**src/rtl/bitwave_pkg.sv**
```systemverilog
// Shared types and constants for the bit-column-serial weight scheduler.
// Lane arrays, FSM states and the sign-magnitude helper.
package bitwave_pkg;

  localparam int DATA_WIDTH    = 8;
  localparam int VEC_LENGTH    = 16;
  localparam int MAG_WIDTH     = DATA_WIDTH - 1;
  localparam int COL_IDX_WIDTH = 3;

  typedef enum logic {
    IDLE  = 1'b0,
    ISSUE = 1'b1
  } state_t;

  typedef logic [VEC_LENGTH-1:0][DATA_WIDTH-1:0] lane_data_t;
  typedef logic [VEC_LENGTH-1:0][MAG_WIDTH-1:0]  lane_mag_t;
  typedef logic [VEC_LENGTH-1:0]                 lane_bit_t;
  typedef logic [MAG_WIDTH-1:0]                  col_mask_t;

  // Magnitude of a two's complement value; -2^(N-1) saturates to all ones.
  function automatic col_mask_t to_mag(
    input logic [DATA_WIDTH-1:0] w
  );
    logic [DATA_WIDTH-1:0] neg;
    neg = ~w + DATA_WIDTH'(1);
    if (!w[DATA_WIDTH-1]) return w[MAG_WIDTH-1:0];
    if (neg[DATA_WIDTH-1]) return '1;
    return neg[MAG_WIDTH-1:0];
  endfunction

endpackage

```
**src/rtl/bitwave_col_pick.sv**
```systemverilog
// Highest-set-bit picker over a column mask.
// Ports: mask_i in; idx_o, found_o, rest_o (mask with idx cleared) out.
module bitwave_col_pick
  import bitwave_pkg::*;
(
  input  logic [MAG_WIDTH-1:0]     mask_i,
  output logic [COL_IDX_WIDTH-1:0] idx_o,
  output logic                     found_o,
  output logic [MAG_WIDTH-1:0]     rest_o
);

  always_comb begin
    idx_o   = '0;
    found_o = 1'b0;
    // Ascending scan: the last hit wins, i.e. the highest set bit.
    for (int i = 0; i < MAG_WIDTH; i++) begin
      if (mask_i[i]) begin
        idx_o   = COL_IDX_WIDTH'(i);
        found_o = 1'b1;
      end
    end
    rest_o = mask_i & ~(MAG_WIDTH'(1) << idx_o);
  end

endmodule

```
**src/rtl/bitwave_col_scheduler.sv**
```systemverilog
// Column scheduler: captures a weight/activation group, converts weights to
// sign-magnitude and issues one nonzero magnitude column per cycle to the MAC.
// Ports: clk, reset; in_valid/in_ready/in_first, w_in, act_in (group input);
// act_out, sign_out, w_bit_out, column_idx_out, col_valid, col_last,
// en_out, load_accum_out (registered MAC-side outputs).
module bitwave_col_scheduler
  import bitwave_pkg::*;
(
  input  logic                     clk,
  input  logic                     reset,
  input  logic                     in_valid,
  output logic                     in_ready,
  input  logic                     in_first,
  input  lane_data_t               w_in,
  input  lane_data_t               act_in,
  output lane_data_t               act_out,
  output lane_bit_t                sign_out,
  output lane_bit_t                w_bit_out,
  output logic [COL_IDX_WIDTH-1:0] column_idx_out,
  output logic                     col_valid,
  output logic                     col_last,
  output logic                     en_out,
  output logic                     load_accum_out
);

  state_t                   state_q, state_d;
  lane_data_t               act_q, act_d;
  lane_bit_t                sign_q, sign_d;
  lane_mag_t                mag_q, mag_d;
  col_mask_t                work_q, work_d;
  logic [COL_IDX_WIDTH-1:0] col_q, col_d;
  lane_bit_t                wbit_q, wbit_d;
  logic                     col_valid_q, col_valid_d;
  logic                     col_last_q, col_last_d;
  logic                     first_q, first_d;
  logic                     en_q, en_d;
  logic                     load_q, load_d;

  lane_mag_t                in_mag, mag_src;
  col_mask_t                in_mask, pick_mask, pick_rest;
  logic [COL_IDX_WIDTH-1:0] pick_idx;
  logic                     pick_found;
  logic                     accept, issue;

  assign in_ready = ~reset & ((state_q == IDLE) | col_last_q);
  assign accept   = in_valid & in_ready;

  always_comb begin
    in_mask = '0;
    for (int l = 0; l < VEC_LENGTH; l++) begin
      in_mag[l] = to_mag(w_in[l]);
      in_mask   = in_mask | in_mag[l];
    end
  end

  // One picker serves both the fresh group and the working mask.
  assign pick_mask = accept ? in_mask : work_q;
  assign mag_src   = accept ? in_mag  : mag_q;

  bitwave_col_pick u_pick (
    .mask_i  (pick_mask),
    .idx_o   (pick_idx),
    .found_o (pick_found),
    .rest_o  (pick_rest)
  );

  always_comb begin
    state_d     = state_q;
    act_d       = act_q;
    sign_d      = sign_q;
    mag_d       = mag_q;
    work_d      = work_q;
    col_d       = '0;
    wbit_d      = '0;
    col_valid_d = 1'b0;
    col_last_d  = 1'b0;
    first_d     = 1'b0;
    issue       = 1'b0;

    unique case (state_q)
      IDLE: begin
        if (accept) begin
          state_d = ISSUE;
          issue   = 1'b1;
        end
      end
      ISSUE: begin
        if (!col_last_q || accept) issue = 1'b1;
        else state_d = IDLE;
      end
      default: state_d = IDLE;
    endcase

    if (accept) begin
      act_d   = act_in;
      mag_d   = in_mag;
      first_d = in_first;
      for (int l = 0; l < VEC_LENGTH; l++)
        sign_d[l] = w_in[l][DATA_WIDTH-1];
    end

    // Empty mask falls through as a dummy column 0 with zero bits.
    if (issue) begin
      col_valid_d = 1'b1;
      col_d       = pick_idx;
      work_d      = pick_rest;
      col_last_d  = ~|pick_rest;
      for (int l = 0; l < VEC_LENGTH; l++)
        wbit_d[l] = pick_found & mag_src[l][pick_idx];
    end

    // Trailing enable drains the MAC psum; load lands with first psum.
    en_d   = col_valid_d | col_valid_q;
    load_d = first_q;
  end

  always_ff @(posedge clk or posedge reset) begin
    if (reset) begin
      state_q     <= IDLE;
      act_q       <= '0;
      sign_q      <= '0;
      mag_q       <= '0;
      work_q      <= '0;
      col_q       <= '0;
      wbit_q      <= '0;
      col_valid_q <= 1'b0;
      col_last_q  <= 1'b0;
      first_q     <= 1'b0;
      en_q        <= 1'b0;
      load_q      <= 1'b0;
    end else begin
      state_q     <= state_d;
      act_q       <= act_d;
      sign_q      <= sign_d;
      mag_q       <= mag_d;
      work_q      <= work_d;
      col_q       <= col_d;
      wbit_q      <= wbit_d;
      col_valid_q <= col_valid_d;
      col_last_q  <= col_last_d;
      first_q     <= first_d;
      en_q        <= en_d;
      load_q      <= load_d;
    end
  end

  assign act_out        = act_q;
  assign sign_out       = sign_q;
  assign w_bit_out      = wbit_q;
  assign column_idx_out = col_q;
  assign col_valid      = col_valid_q;
  assign col_last       = col_last_q;
  assign en_out         = en_q;
  assign load_accum_out = load_q;

endmodule

```
**config.mk**
```make
export PLATFORM = sky130hd
export DESIGN_NAME = bitwave_col_scheduler
export DESIGN_NICKNAME = d
export VERILOG_FILES = /design/src/rtl/bitwave_pkg.sv /design/src/rtl/bitwave_col_pick.sv /design/src/rtl/bitwave_col_scheduler.sv
export SDC_FILE = /design/constraint.sdc
export NUM_CORES = 1
export LEC_CHECK = 0
export CORE_MARGIN = 3
export CORE_UTILIZATION = 45
export DETAILED_ROUTE_END_ITERATION = 16
export GPL_ROUTABILITY_DRIVEN = 0
export GPL_TIMING_DRIVEN = 0
export PLACE_DENSITY = 0.76
export SYNTH_ARGS = -nofsm -noshare
export SYNTH_HDL_FRONTEND = slang
export SYNTH_HIERARCHICAL = 1
export SYNTH_SLANG_ARGS = --single-unit
```
**constraint.sdc**
```tcl
create_clock -name clk -period 29.2 [get_ports clk]
set_input_delay 4.38 -clock clk [delete_from_list [all_inputs] [get_ports clk]]
set_output_delay 4.38 -clock clk [all_outputs]
set_load 0.005 [all_outputs]
```
# [Yosys cells after proc, flatten, opt, wreduce, memory -nomap -nowiden]
# Cells that the tools add are included.
[word_totals] regBits=288 out_inout_bits=168
[op_classes] addsub=16 order_cmp=1 n_shift=1 n_mux=151 n_bitwise=55 reduce_logical=4
[op_table] operator="2-to-1 mux 7 bit" n=65
[op_table] operator="adder 8 x 1 -> 8 bit, second input constant" n=16
[op_table] operator="NOT 8 bit" n=16
[op_table] operator="2-to-1 mux 112 bit" n=1
[op_table] operator="bitwise OR 7 bit" n=15
[op_table] operator="2-to-1 mux 1 bit" n=61
[op_table] operator="binary-select mux 1 bit (select 3 bit)" n=16
[op_table] operator="bitwise AND 1 bit" n=18
[op_table] operator="2-to-1 mux 16 bit" n=1
[op_table] operator="2-to-1 mux 3 bit" n=4
[op_table] operator="bitwise AND 7 bit" n=1
[op_table] operator="NOT 7 bit" n=1
[op_table] operator="OR reduction 7 bit" n=1
[op_table] operator="left shift 1 x 3 -> 7 bit, first input constant" n=1
[op_table] operator="< comparator 3 x 4 -> 1 bit, second input constant" n=1
[op_table] operator="2-to-1 mux 2 bit" n=2
[op_table] operator="zero test 1 bit" n=2
[op_table] operator="NOT 1 bit" n=2
[op_table] operator="bitwise OR 1 bit" n=2
[op_table] operator="one-hot mux 1 bit (2 select lines)" n=1
[op_table] operator="logical OR 1 bit" n=1

# [Depth between registers and ports, before layout]
# Gate-level depths: netlist of the first run.
[logic_depth] ltp_word=34 ltp_mapped=19 depth_no_buf=17

# [Cells and area by module]
# The synthesis of the first run kept the hierarchy.
[by_module_without_submodules] module="bitwave_col_scheduler" n_inst=1 cells_each=1755 area_each_um2=15127.0 seq_area_each_um2=7181.9
[by_module_without_submodules] module="bitwave_col_pick" n_inst=1 cells_each=18 area_each_um2=122.6 seq_area_each_um2=0.0

# [Worst setup path before layout of the first run]
# Ideal clock, no wire load.
[synth_path] kind="input to output" start="input reset" end="output in_ready" arrival_ns=4.486 slack_ns=20.334 stages=1 path_cell_list="nor2_1"
[synth_via] elab_chain_len=2
[synth_lines] element="start: declaration" line="bitwave_col_scheduler.sv:10" rtl="input logic reset,"
[synth_lines] element="NOT 1 bit" line="bitwave_col_scheduler.sv:45" rtl="assign in_ready = ~reset & ((state_q == IDLE) | col_last_q);"
[synth_lines] element="bitwise AND 1 bit" line="bitwave_col_scheduler.sv:45"
[synth_lines] element="end: declaration" line="bitwave_col_scheduler.sv:12" rtl="output logic in_ready,"
# Every way passes these cells.

# [Final worst setup path of the first run]
[layout_path] start="input reset" end="register wbit_q[8] (netlist: w_bit_out[8])"
[layout_rtl] element="NOT 1 bit" line="bitwave_col_scheduler.sv:45"
[layout_rtl] element="bitwise AND 1 bit" line="bitwave_col_scheduler.sv:45"
[layout_rtl] element="bitwise AND 1 bit" line="bitwave_col_scheduler.sv:46" rtl="assign accept = in_valid & in_ready;"
[layout_rtl] element="2-to-1 mux 7 bit" line="bitwave_col_scheduler.sv:57" rtl="assign pick_mask = accept ? in_mask : work_q;"
[layout_rtl] element="via pick_mask[6]" line="bitwave_col_scheduler.sv:40" rtl="col_mask_t in_mask, pick_mask, pick_rest;"
[layout_rtl] element="2-to-1 mux 3 bit" line="bitwave_col_pick.sv:17" rtl="if (mask_i[i]) begin"
[layout_rtl] element="via pick_idx[0]" line="bitwave_col_scheduler.sv:41" rtl="logic [COL_IDX_WIDTH-1:0] pick_idx;"
[layout_rtl] element="binary-select mux 1 bit (select 3 bit)" line="bitwave_col_scheduler.sv:109" rtl="wbit_d[l] = pick_found & mag_src[l][pick_idx];"
[layout_rtl] element="2-to-1 mux 1 bit (not written as such)" line="bitwave_col_scheduler.sv:109"
[layout_rtl] element="bitwise AND 1 bit" line="bitwave_col_scheduler.sv:109"
[layout_rtl] element="2-to-1 mux 16 bit" line="bitwave_col_scheduler.sv:103" rtl="if (issue) begin"
[layout_rtl] element="via wbit_d[8]" line="bitwave_col_scheduler.sv:32" rtl="lane_bit_t wbit_q, wbit_d;"
[layout_rtl] element="end signal: assignment" line="bitwave_col_scheduler.sv:138" rtl="wbit_q <= wbit_d;"
[layout_rtl] element="end: declaration" line="bitwave_col_scheduler.sv:32"
# The timed path passes the listed nets, and every way through them passes these cells. The select of a mux whose other input is x is not followed.
# A chain may end at the register's enable or synchronous reset.

==> results of run 1 <==
area by class of cell:
type                    instances  area, µm²  area share
repair buffers                422       4260       0.201
flip-flops and latches        287       7180       0.338
clock buffers                  52       1050      0.0496
inverters                      68        263      0.0124
plain buffers                  95        407      0.0192
multi-input cells            1323       7410       0.349
well taps                     442        553      0.0260
clock inverters                 7        110     0.00519
cell usage in the layout, fill, tap and decap left out, drive strengths merged, types with 16 or more instances in the layout:
cell type and count:
nand2b 26, o31ai 27, a31oi 46, xnor2 28
nor4 26, a21oi 66, inv 68, o21ai 73
clkdlybuf4s50 420, buf 35, nor2b 17, dfrtp 287
nand2 515, mux2 21, nand3 16, nor2 127
clkbuf 114, or3 18, ha 16, nor3 42
flip-flops by register name, indices dropped and copies added (netlist names):
signal / flops
mag_q: 112
act_out: 128
column_idx_out: 3
col_valid: 1
w_bit_out: 16
first_q: 1
load_accum_out: 1
sign_out: 16
en_out: 1
work_q: 7
col_last: 1
per-layer routing:
layer	vias to the layer above	share of wire	track usage
li1	7060	-	-
met1	7558	0.36	0.413
met2	1172	0.46	0.532
met3	252	0.12	0.105
met4	0	0.054	0.151
met5	-	0	0
power by group through the flow:
stage          Combinational (W)  Clock (W)  Sequential [W]
3_3_place_gp            0.000907          0        0.000663
3_5_place_dp            0.000924          0        0.000669
4_1_cts                 0.000930   0.000448        0.000665
5_1_grt                  0.00101   0.000462        0.000683
2_1_floorplan           0.000443          0        0.000665
6_report                0.000957   0.000446        0.000667
kinds of logic after synthesis:
group / Yosys count / share of synthesized area
other: 1 / 0.000246
DFF: 287 / 0.471
adders and majority gates: 16 / 0.0131
AOI/OAI and AO/OA: 351 / 0.159
xor gates and xnor gates: 40 / 0.0230
muxes: 38 / 0.0286
and+or+nand+nor: 877 / 0.262
buffers and inverters: 163 / 0.0434
worst max-delay path, delay by kind of cell:
kind                   cells  cell delay (ps)
AND/OR/NAND/NOR            5             2700
buffers and inverters      7             3300
AO/OA/AOI/OAI              5             1390
through the flow:
| step | utilization | std cells | hold WS, ps | instance area, µm² | worst slack, ps |
|---|---|---|---|---|---|
| 6_report | 0.644 | 2696 | 348 | 21200 | 17760 |
| 5_1_grt | 0.644 | 2696 | 368 | 21200 | 18010 |
| 4_1_cts | 0.644 | 2696 | 348 | 21200 | 18460 |
| 3_5_place_dp | 0.609 | 2637 | 335 | 20100 | 17990 |
| 3_3_place_gp | 0.607 | 2635 | 337 | 20000 | 13020 |
| 2_1_floorplan | - | 1773 | 331 | 15200 | 16900 |
worst min-delay path by stage:
stage	endpoint	slack, ps	cells past startpoint
floorplan	load_accum_out	330	0
global placement	load_accum_out	340	0
detailed placement	load_accum_out	330	0
CTS	load_accum_out	350	0
global route	load_accum_out	370	0
finish	load_accum_out	350	0
==> out/qor.txt, run 1 <==
======================================================================================
Number of global-route vias before repair ...............................        15600
Number of synthesized flops with an enable pin ..........................            0
Setup Viol. Count Final .................................................            0
Cell-by-cell trace of the critical path ................................. clkdlybuf4s50_1, nand2b_1, buf_2, nor2_2, clkbuf_1, o21ai_0, nor4b_1, and4b_1, a31oi_1, a21oi_1, clkbuf_1, inv_2, clkbuf_1, nor2_1, clkbuf_1, a22oi_1, a311oi_1
Combinational share of power ............................................        0.462
VDD IR max ..............................................................      63.8 µV
Iteration-0 DRC Markers .................................................         1955
Pin count of the biggest net entering global routing ....................          111
Crit path capture type ..................................................         flop
Fraction of layout cells with a size suffix above 1 .....................       0.0577
Net count reported at finish ............................................         2507
Switching pwr ...........................................................   0.000796 W
Internal power of the cells .............................................    0.00127 W
Sequential fraction of the synthesis area ...............................        0.471
Kind of path behind the tightest hold check .............................   reg -> reg
Arrival time worst endpoint .............................................     11800 ps
Worst hold start ........................................................      first_q
X dimension of the die ..................................................       190 µm
Leading cell type by number of instances after synthesis ................      nand2_1
Crit start category .....................................................    input pin
Post-layout power .......................................................    0.00207 W
R2R Setup Slk ...........................................................     21830 ps
Slew at the pin with the worst max-slew slack ...........................      1280 ps
CORE AREA ...............................................................    32900 µm²
Cell mode on critical path ..............................................     clkbuf_1
Synth Net Count .........................................................         2049
Detailed placer's ending HPWL ...........................................      47.0 mm
Most used flip-flop cell after synthesis ................................      dfrtp_1
Cell variety after synth ................................................           92
Number of max-cap violations ............................................            0
Initial antenna violation count .........................................            1
Termination of the worst setup path ..................................... w_bit_out[8]
Crit-path max cell delay ................................................       890 ps
Library cell occupying the most area in the post-synthesis netlist ......      dfrtp_1
Standard-cell row count .................................................           66
Worst reg2reg path endpoint ............................................. w_bit_out[8]
Worst Path Required .....................................................     29560 ps
Setup repair after global routing missed its margin .....................        false
Initial core utilization ................................................        0.463
Clock H-tree levels .....................................................            2
Setup clock skew after layout ...........................................      18.9 ps
Cts bufs inserted .......................................................           34
Latest clock arrival within the worst-skew pair .........................       520 ps
Number of gates resized after CTS .......................................            0
Startpoint of the worst setup timing path ...............................        reset
Achievable frequency ....................................................   0.0874 GHz
Top cells by area in the synthesized netlist ............................ dfrtp_1 47%, nand2_1 13%, nor2_1 3.1%
Vertical die dimension ..................................................       190 µm
Remaining DRCs ..........................................................            0
Part of the total power dissipated in sequential elements ...............        0.322
Post-Synthesis Cells ....................................................         1773
Mapped cell area ........................................................    15200 µm²
Run status .............................................................. complete, no violations
Synthesized area per cell ...............................................     8.60 µm²
Final critical-path required period .....................................     11440 ps
Static power due to leakage .............................................      9.36 nW
Number of filler cells placed in the layout .............................         2699
Portion of synthesized cell area occupied by the leading cell type ......        0.471
Total detailed-routing wirelength .......................................      62.4 mm
Total die area ..........................................................    36100 µm²
Count of inserted antenna diode cells ...................................            0
Most numerous cell types in the synthesized netlist ..................... 515 x nand2_1, 287 x dfrtp_1, 125 x nor2_1
Worst r2r path cells ....................................................           16
Async set-reset flop share out of synthesis .............................         1.00
Critical path peak fanout ...............................................           10
Number of max-slew violations in the final report .......................            0
Count of vias placed by the detailed router .............................        16000
Vias/cell ...............................................................         5.95
Library cell contributing the largest single delay on the critical path .      nor4b_1
Clock sink total ........................................................          287
Total negative setup slack ..............................................         0 ps
Routed Antenna Nets .....................................................            0
Maximum buffer depth of the clock tree ..................................            3
Synth Register Bits .....................................................          287
Category of the critical setup timing path ..............................    in -> reg
Root buffer cell ........................................................    clkbuf_16
Final global-route overflow total .......................................            0
Net Sw Frac .............................................................        0.385
First-pass GRT wire length ..............................................      92.4 mm
Ratio of final minimum period to clock period ...........................        0.392
Clock tree from TritonCTS ...............................................         done
Top Ports ...............................................................          428
Layout Area Growth over Synthesis .......................................        39.2%
Register clock-pin slew on the reported worst setup and hold paths ......        60 ps
Tightest slew margin relative to the limit ..............................        0.141
CTS Hold Bufs ...........................................................            0
Startpoint of the lowest-slack register-to-register path ................    col_valid
Ratio of total power to cell area .......................................  97.5 nW/µm²
Number of setup buffers added after CTS .................................            0
GRT Overall Usage .......................................................        0.332
Hold Vio Cnt, Final .....................................................            0
Power share of the clock group ..........................................        0.215
Synth Warn # ............................................................            6
Count of buffers inserted at the top-level ports ........................          420
Total iterations of the first detailed-routing run ......................            9
Avg WL per Cell .........................................................      23.1 µm
======================================================================================
(Power assumes the default switching activity.)
==> run 2, diff against run 1 <==
CORE_UTILIZATION = 44   (was 45)
PLACE_DENSITY = 0.77   (was 0.76)
clock period = 10.11 ns   (was 29.2 ns; I/O delays follow)
==> run 2 against run 1 <==
  * Routed wire length down 0.42%
  * Sequential share of layout area about the same
  * Sequential cell count unchanged
  * Design area up 0.15%
  * Total power rose to 2.9 times the previous value
  * Clock-buffer cell count up 2
  * Final cell count up 0.41%
  * Critical endpoint unchanged
  * Largest power group unchanged
==> out/qor.txt, run 2 (same netlist as run 1, synthesis figures left out) <==
=================================================================================
Detailed placer's ending HPWL ......................................      46.9 mm
Count of vias placed by the detailed router ........................        15900
Crit start category ................................................    input pin
Worst Path Required ................................................     10450 ps
Top Ports ..........................................................          428
Clock tree from TritonCTS ..........................................         done
Count of buffers inserted at the top-level ports ...................          420
First-pass GRT wire length .........................................      90.9 mm
Switching pwr ......................................................    0.00228 W
Routed Antenna Nets ................................................            0
Internal power of the cells ........................................    0.00368 W
Remaining DRCs .....................................................            0
Fraction of layout cells with a size suffix above 1 ................       0.0589
Final core utilization .............................................        0.628
Tightest slew margin relative to the limit .........................        0.107
Number of max-cap violations .......................................            0
Ratio of total power to cell area ..................................   280 nW/µm²
CTS Hold Bufs ......................................................            0
Number of filler cells placed in the layout ........................         2859
Maximum buffer depth of the clock tree .............................            3
Clock sink total ...................................................          287
Layout Area Growth over Synthesis ..................................        39.4%
Setup Viol. Count Final ............................................            0
Combinational share of power .......................................        0.462
Vias/cell ..........................................................         5.89
Hold Vio Cnt, Final ................................................            0
Post-layout power ..................................................    0.00596 W
Number of setup buffers added after CTS ............................            0
Setup repair after global routing missed its margin ................        false
Achievable frequency ...............................................    0.116 GHz
Slew at the pin with the worst max-slew slack ......................      1330 ps
Critical path peak fanout ..........................................           10
Total detailed-routing wirelength ..................................      62.1 mm
Kind of path behind the tightest hold check ........................   reg -> reg
Root buffer cell ...................................................    clkbuf_16
Total iterations of the first detailed-routing run .................            6
Vertical die dimension .............................................       192 µm
Register clock-pin slew on the reported worst setup and hold paths .        60 ps
Initial core utilization ...........................................        0.450
Latest clock arrival within the worst-skew pair ....................       520 ps
Run status ......................................................... complete, no violations
Worst slack on hold paths ..........................................       360 ps
Total die area .....................................................    36900 µm²
Final global-route overflow total ..................................            0
X dimension of the die .............................................       192 µm
Commonest cells after routing, fill and taps aside ................. 515 x nand2_1, 420 x clkdlybuf4s50_1, 287 x dfrtp_1, 125 x nor2_1, 70 x clkbuf_1
VDD IR max .........................................................       211 µV
Cts bufs inserted ..................................................           35
R2R Setup Slk ......................................................      2710 ps
Power share of the clock group .....................................        0.215
Final critical-path required period ................................      8610 ps
Clock H-tree levels ................................................            2
Category of the critical setup timing path .........................    in -> reg
Standard-cell row count ............................................           67
Iteration-0 DRC Markers ............................................         1853
Avg WL per Cell ....................................................      23.0 µm
Part of the total power dissipated in sequential elements ..........        0.323
Net Sw Frac ........................................................        0.383
Most common cell after layout, fill and taps aside .................      nand2_1
Static power due to leakage ........................................      9.36 nW
Max reg flops ......................................................          128
Setup clock skew after layout ......................................      20.4 ps
Crit path capture type .............................................         flop
Ratio of final minimum period to clock period ......................        0.852
Number of global-route vias before repair ..........................        15500
Net count reported at finish .......................................         2509
Pin count of the biggest net entering global routing ...............          130
Initial antenna violation count ....................................            3
CORE AREA ..........................................................    33900 µm²
GRT Overall Usage ..................................................        0.322
Number of max-slew violations in the final report ..................            0
Number of gates resized after CTS ..................................            0
Arrival time worst endpoint ........................................      8960 ps
=================================================================================
==> run 2: worst paths after layout <==
path                            depth (start not counted)             end      start
max in group asynchronous                               4     act_out[73]      reset
worst min-delay path                                    0  load_accum_out    first_q
min in group asynchronous                               2    w_bit_out[6]      reset
worst min register to register                          0  load_accum_out    first_q
worst max-delay path                                   17    w_bit_out[8]      reset
worst max register to register                         16    w_bit_out[8]  col_valid
==> run 2: final cells by class <==
class | count | area (µm²) | share of cell area
multi-input cells | 1323 | 7410 | 0.348
repair buffers | 423 | 4260 | 0.201
inverters | 68 | 263 | 0.0124
diodes | 2 | 5.00 | 0.000235
well taps | 448 | 561 | 0.0264
clock buffers | 54 | 1080 | 0.0508
flip-flops and latches | 287 | 7180 | 0.338
plain buffers | 95 | 407 | 0.0191
clock inverters | 7 | 95.1 | 0.00447
==> run 2: metal layers <==
layer / vias to the layer above / part of all wire / GRT usage
met5: - / 0.00018 / 0
met4: 2 / 0.059 / 0.161
met3: 281 / 0.12 / 0.108
met2: 1111 / 0.45 / 0.499
met1: 7468 / 0.37 / 0.403
li1: 7076 / - / -
==> run 2: per-stage QoR <==
| step | setup TNS (ps) | cell area, µm² | worst slack [ps] | cells |
|---|---|---|---|---|
| 2_1_floorplan | 0 | 15200 | 673 | 1773 |
| 3_3_place_gp | -911650 | 20000 | -3210 | 2641 |
| 3_5_place_dp | 0 | 20100 | 1860 | 2643 |
| 4_1_cts | 0 | 21300 | 2360 | 2704 |
| 5_1_grt | 0 | 21300 | 1790 | 2705 |
| 6_report | 0 | 21300 | 1500 | 2707 |
==> run 2: worst max-delay path: stages <==
cell,delay [ps]
clkdlybuf4s50_1,540
nand2b_1,210
buf_2,190
nor2_2,560
clkbuf_1,690
o21ai_0,300
nor4b_1,840
and4b_1,480
a31oi_1,230
a21oi_1,180
clkbuf_1,450
inv_2,130
clkbuf_1,450
nor2_1,650
clkbuf_1,770
a22oi_1,180
a311oi_1,550
==> run 2: power groups by stage <==
stage | Clock [W] | Combinational, W | Sequential [W]
after floorplan | 0 | 0.00128 | 0.00192
after global placement | 0 | 0.00260 | 0.00192
after detailed placement | 0 | 0.00264 | 0.00193
after CTS | 0.00129 | 0.00267 | 0.00192
after global routing | 0.00134 | 0.00291 | 0.00197
final | 0.00128 | 0.00275 | 0.00192
